File: config.mk
export PLATFORM = sky130hd
export DESIGN_NAME = if_stage
export DESIGN_NICKNAME = d
export VERILOG_FILES = /design/src/rtl/if_stage_pkg.sv /design/src/rtl/if_stage_ifid_reg.sv /design/src/rtl/if_stage.sv
export SDC_FILE = /design/constraint.sdc
export NUM_CORES = 1
export LEC_CHECK = 0
export ABC_AREA = 1
export CAP_MARGIN = 20
export CORE_MARGIN = 5
export CORE_UTILIZATION = 50
export DETAILED_ROUTE_END_ITERATION = 10
export HOLD_SLACK_MARGIN = 0.03
export PLACE_DENSITY = 0.88
export SLEW_MARGIN = 20
export SYNTH_ARGS = -nofsm -noshare
export SYNTH_HDL_FRONTEND = slang
export SYNTH_SLANG_ARGS = --single-unit
File: constraint.sdc
create_clock -name clk -period 4 [get_ports clk]
set_clock_uncertainty 0.2 [all_clocks]
set_input_delay 1.2 -clock clk [delete_from_list [all_inputs] [get_ports clk]]
set_output_delay 1.2 -clock clk [all_outputs]
set_load 0.03 [all_outputs]
File: src/rtl/if_stage_pkg.sv
// Shared pipeline package: reset defaults, control-flow opcodes and the IF/ID record.
package if_stage_pkg;

  localparam int unsigned XLEN = 32;

  localparam logic [XLEN-1:0] RESET_PC = 32'h0000_0000;
  localparam logic [XLEN-1:0] NOP_WORD = 32'h0000_0000;

  // Control-flow opcodes resolved in ID (j/jal) and EX (beq/bne)
  localparam logic [5:0] OP_J   = 6'h02;
  localparam logic [5:0] OP_JAL = 6'h03;
  localparam logic [5:0] OP_BEQ = 6'h04;
  localparam logic [5:0] OP_BNE = 6'h05;

  // IF/ID record shared with the decode stage (65 bits)
  typedef struct packed {
    logic [XLEN-1:0] instr;
    logic [XLEN-1:0] pc_plus4;
    logic            valid;
  } ifid_t;

  localparam int unsigned IFID_W = $bits(ifid_t);

  // Bubble written into a pipeline register on flush or reset
  function automatic ifid_t ifid_bubble();
    ifid_t b;
    b.instr    = NOP_WORD;
    b.pc_plus4 = '0;
    b.valid    = 1'b0;
    return b;
  endfunction

endpackage

File: src/rtl/if_stage_ifid_reg.sv
// IF/ID pipeline register with flush (bubble) and enable (hold) controls.
// Ports: clk, reset (sync, active-high), flush, en, d (next record), q (held record).
// Flush takes priority over enable so a redirect always inserts a bubble.
module ifid_reg
  import if_stage_pkg::*;
(
  input  logic              clk,
  input  logic              reset,
  input  logic              flush,
  input  logic              en,
  input  logic [IFID_W-1:0] d,
  output logic [IFID_W-1:0] q
);

  always_ff @(posedge clk) begin
    if (reset || flush) begin
      q <= IFID_W'(ifid_bubble());
    end else if (en) begin
      q <= d;
    end
  end

endmodule

File: src/rtl/if_stage.sv
// Instruction-fetch stage: PC register, next-PC priority mux and IF/ID capture.
// Ports:
//   clk, reset        - clock, synchronous active-high reset
//   imem_addr         - current PC to the combinational instruction memory
//   imem_instr        - instruction word for imem_addr
//   stall             - hazard-unit hold
//   id_redirect/id_target - jump resolved in ID
//   ex_redirect/ex_target - taken branch resolved in EX (wins over ID)
//   ifid_instr/ifid_pc_plus4/ifid_valid - IF/ID register contents
//   fetch_count       - instructions accepted into IF/ID since reset
module if_stage
  import if_stage_pkg::*;
(
  input  logic        clk,
  input  logic        reset,
  output logic [31:0] imem_addr,
  input  logic [31:0] imem_instr,
  input  logic        stall,
  input  logic        id_redirect,
  input  logic [31:0] id_target,
  input  logic        ex_redirect,
  input  logic [31:0] ex_target,
  output logic [31:0] ifid_instr,
  output logic [31:0] ifid_pc_plus4,
  output logic        ifid_valid,
  output logic [31:0] fetch_count
);

  logic [XLEN-1:0]   pc;
  logic [XLEN-1:0]   pc_plus4;
  logic              redirect;
  logic              fetch;
  ifid_t             ifid_d;
  ifid_t             ifid_q;
  logic [IFID_W-1:0] ifid_q_bits;

  // Wraps modulo 2^32 by construction
  assign pc_plus4 = pc + XLEN'(4);

  // Redirects override stall; a plain fetch only happens with neither
  assign redirect = ex_redirect | id_redirect;
  assign fetch    = ~redirect & ~stall;

  assign imem_addr = pc;

  // PC register: reset > EX redirect > ID redirect > stall hold > sequential
  always_ff @(posedge clk) begin
    if (reset) begin
      pc <= RESET_PC;
    end else if (ex_redirect) begin
      pc <= ex_target;
    end else if (id_redirect) begin
      pc <= id_target;
    end else if (!stall) begin
      pc <= pc_plus4;
    end
  end

  // Counts only instructions actually captured into IF/ID
  always_ff @(posedge clk) begin
    if (reset) begin
      fetch_count <= '0;
    end else if (fetch) begin
      fetch_count <= fetch_count + XLEN'(1);
    end
  end

  always_comb begin
    ifid_d          = ifid_bubble();
    ifid_d.instr    = imem_instr;
    ifid_d.pc_plus4 = pc_plus4;
    ifid_d.valid    = 1'b1;
  end

  ifid_reg u_ifid_reg (
    .clk   (clk),
    .reset (reset),
    .flush (redirect),
    .en    (~stall),
    .d     (IFID_W'(ifid_d)),
    .q     (ifid_q_bits)
  );

  assign ifid_q        = ifid_t'(ifid_q_bits);
  assign ifid_instr    = ifid_q.instr;
  assign ifid_pc_plus4 = ifid_q.pc_plus4;
  assign ifid_valid    = ifid_q.valid;

endmodule
==> impl_metrics.yaml <==
clocking:
  h-tree-depth: 4
  root_buffer: "sky130_fd_sc_hd__clkbuf_16"
  insertion_delay_ns: 0.42
  clock-sinks: 129
  clk_transition_reported_paths_ns: 0.06
  cts-root-to-sink-buffers: 2
  cts_tree: "yes"
  ctsResizeCount: 0
  tritoncts.num_buffers: 17
  holdBufCountCts: 0
  cts_post_setup_buffers_inserted: 0
timing:
  max-slew-margin-rel_pct: 53.2
  transition_time_at_the_pin_with_the_least_slew_margin_ns: 0.701
  setup-violations-final: 0
  layout_worst_path_cycle_share_pct: 77.4
  clock.fmax_ghz: 0.323
  fin_ws_ns: 0.904
  count_of_final_hold_check_violations: 0
  timing.hold.ws_ns: 0.262
  period_minus_slack_ns: 3.10
  pins_over_their_slew_limit: 0
  grt_setup_unrepaired: "false"
  tns_ns: 0
drt:
  firstDrtPassIters: 5
  drt-vias-per-instance: 5.22
  postRouteWirelength_mm: 23.0
  final_antenna_net_count: 0
  routed_wire_length_per_instance_microns: 16.0
  vias_post_dr: 7514
  post-route-drc-count: 0
  drtIter0Drc: 578
logic_synthesis:
  ys_seq_area_share_pct: 37.5
  synth_top_cell_by_area: "sky130_fd_sc_hd__dfxtp_1"
  synth_fp_nets: 1144
  most_common_cell_in_the_netlist: "sky130_fd_sc_hd__nand2_1"
  synthFlopType: "sky130_fd_sc_hd__dfxtp_1"
  area_contributors_post_synth: "sky130_fd_sc_hd__dfxtp_1 37%, sky130_fd_sc_hd__nand2_1 17%, sky130_fd_sc_hd__nor2_1 9.4%"
  async_reset_ff_share_pct: 0
  synth_top_area_share_pct: 37.5
  synth-edff-count: 0
  synth.lib_cells_used.distinct: 43
  cell_count_after_synthesis: 1041
  synth_seq_cells: 129
  synth-warning-count: 0
  syn-cell-area_sq_um: 6890
  synth.cells.most_frequent: "314 x sky130_fd_sc_hd__nand2_1, 173 x sky130_fd_sc_hd__nor2_1, 129 x sky130_fd_sc_hd__dfxtp_1, 113 x sky130_fd_sc_hd__a21oi_1, 77 x sky130_fd_sc_hd__inv_1"
  syn-mean-instance-area_sq_um: 6.62
global_routing:
  first_pass_grt_wire_length_mm: 35.9
  antenna_found_initial: 1
  grt_overflow_total: 0
  first_global_vias: 6987
  gr-usage-all-layers_pct: 27.8
  grt_start_max_net_pins: 64
cells_and_area:
  area_delta_synth_final_pct: 42.2
  area.sequential_sq_um: 2580
  finish.net_count: 1354
  final_layout_size_suffix_gt1_share_pct: 7.92
  num_antenna_cells: 0
  multi_input_area_sq_um: 3720
  num-fill-cells: 1057
floorplanning:
  row_count: 42
  io_pins: 230
  initial_utilization_pct: 51.4
  core_area_sq_um: 13400
  fp.dieW_microns: 127
  die_h_microns: 127
  design.die.area_sq_um: 16200
worst_setup_path:
  worst-setup-path-type: "reg2out"
  path_cells: "clkdlybuf4s50_1"
  critical_path.slowest_cell: "sky130_fd_sc_hd__clkdlybuf4s50_1"
  crit_family: "buffers and inverters"
  crit_buf_inv: 1
  arrival_ns: 1.70
  cpPeakStageDelay_ns: 0.80
  cp_num_cells: 1
  crit_path_max_fanout: 5
  worst_r2r_path_depth: 12
  critPathCaptureType: "primary output"
  critical_path.startpoint_type: "register"
  data_required_time_at_the_worst_endpoint_ns: 2.60
pwr:
  static-leakage-power_nw: 3.91
  cellPowerDensity_nw_per_um2: 345
  vdd_drop_max_v: 0.000293
placed_design:
  dp_hpwl_mm: 17.1
  port_buffers: 229
  gpl.final_weighted_congestion: 0.932
  preCtsSetupSlack_ns: 0.523
min_path:
  min_path_type: "reg2reg"
  worstHoldPathCells: 2
flow_run:
  cap_viol_max_count: 0
run_status:
  status: "complete, no violations"
## worst min-delay path, cell delays in order, from the launching register on
cell and delay (ns):
sky130_fd_sc_hd__dfxtp_1 0.30, sky130_fd_sc_hd__nand2_1 0.06, sky130_fd_sc_hd__a21oi_1 0.06
## registers in the layout, summed over array words and instances (netlist names)
signal / cells
imem_addr: 32
fetch_count: 32
u_ifid_reg.q: 65
## layout by cell type (no fill, tap or decap), types with 4 or more instances in the layout
| cell type | netlist | routed |
|---|---|---|
| sky130_fd_sc_hd__dfxtp_1 | 129 | 129 |
| sky130_fd_sc_hd__nand2_1 | 314 | 314 |
| sky130_fd_sc_hd__clkinvlp_4 | 0 | 6 |
| sky130_fd_sc_hd__nor3_1 | 9 | 9 |
| sky130_fd_sc_hd__xor2_2 | 4 | 4 |
| sky130_fd_sc_hd__a21oi_2 | 7 | 7 |
| sky130_fd_sc_hd__nor2_2 | 8 | 7 |
| sky130_fd_sc_hd__o21ai_1 | 9 | 9 |
| sky130_fd_sc_hd__nand2_2 | 4 | 4 |
| sky130_fd_sc_hd__xor2_1 | 11 | 11 |
| sky130_fd_sc_hd__a21oi_1 | 113 | 113 |
| sky130_fd_sc_hd__clkbuf_16 | 0 | 17 |
| sky130_fd_sc_hd__nor2_1 | 173 | 173 |
| sky130_fd_sc_hd__o21ai_0 | 41 | 41 |
| sky130_fd_sc_hd__buf_4 | 4 | 8 |
| sky130_fd_sc_hd__xnor2_1 | 4 | 4 |
| sky130_fd_sc_hd__o211ai_1 | 10 | 10 |
| sky130_fd_sc_hd__nor2_4 | 13 | 14 |
| sky130_fd_sc_hd__nand3_1 | 27 | 27 |
| sky130_fd_sc_hd__clkdlybuf4s50_1 | 0 | 227 |
| sky130_fd_sc_hd__inv_1 | 77 | 77 |
| sky130_fd_sc_hd__inv_2 | 5 | 5 |
| sky130_fd_sc_hd__nand3b_1 | 9 | 9 |
## per-layer routing
metal | wire, microns | GRT usage [%] | vias up
li1 | - | - | 3716
met3 | 2090 | 7.64 | 52
met5 | 13 | 0 | -
met2 | 10600 | 44.8 | 338
met4 | 635 | 9.91 | 2
met1 | 9690 | 35.8 | 3406
## metrics by stage
| stage | instance area [sq um] | std cells | power [mW] | utilization [%] |
|---|---|---|---|---|
| 4_1_cts | 9800 | 1439 | 3.39 | 73.1 |
| 6_report | 9800 | 1439 | 3.38 | 73.1 |
| 3_3_place_gp | 9230 | 1408 | 1.92 | 68.9 |
| 5_1_grt | 9800 | 1439 | 3.49 | 73.1 |
| 2_1_floorplan | 6890 | 1041 | 1.67 | - |
| 3_5_place_dp | 9230 | 1408 | 1.92 | 68.9 |
## report_power, final
group | internal, mW | total [mW] | switching [mW] | leakage (nW)
registers | 1.33 | 1.38 | 0.0524 | 1.05
clock network | 0.882 | 1.48 | 0.593 | 0.259
logic | 0.229 | 0.521 | 0.292 | 2.60
total | 2.44 | 3.38 | 0.938 | 3.91
## final timing paths
kind | from | to | slack, ns
setup / recovery | imem_addr[6] | imem_addr[6] | 0.90
hold / removal | u_ifid_reg.q[43] | u_ifid_reg.q[43] | 0.26
setup reg to reg | imem_addr[2] | imem_addr[22] | 1.90
hold reg to reg | u_ifid_reg.q[43] | u_ifid_reg.q[43] | 0.26
## layout make-up
type                            count  share of cell area [%]
Timing Repair Buffer              239                    24.3
Inverter                           84                    3.28
Tap cell                          176                    2.25
Clock inverter                     12                    1.14
Clock buffer                       19                    4.62
Sequential cell                   129                    26.4
Multi-Input combinational cell    780                    38.0
## cells by family (layout without fill, tap and decap cells)
group / count (synthesis) / in the layout / share of synthesized area [%]
AO/OA/AOI/OAI: 184 / 184 / 14.3
XOR/XNOR: 19 / 19 / 2.85
adder cells (fa/ha/maj): 2 / 2 / 0.363
buffers and inverters: 132 / 354 / 8.52
flip-flops: 129 / 129 / 37.5
AND/OR/NAND/NOR: 575 / 575 / 36.5
Power figures use the tool's default switching activity.
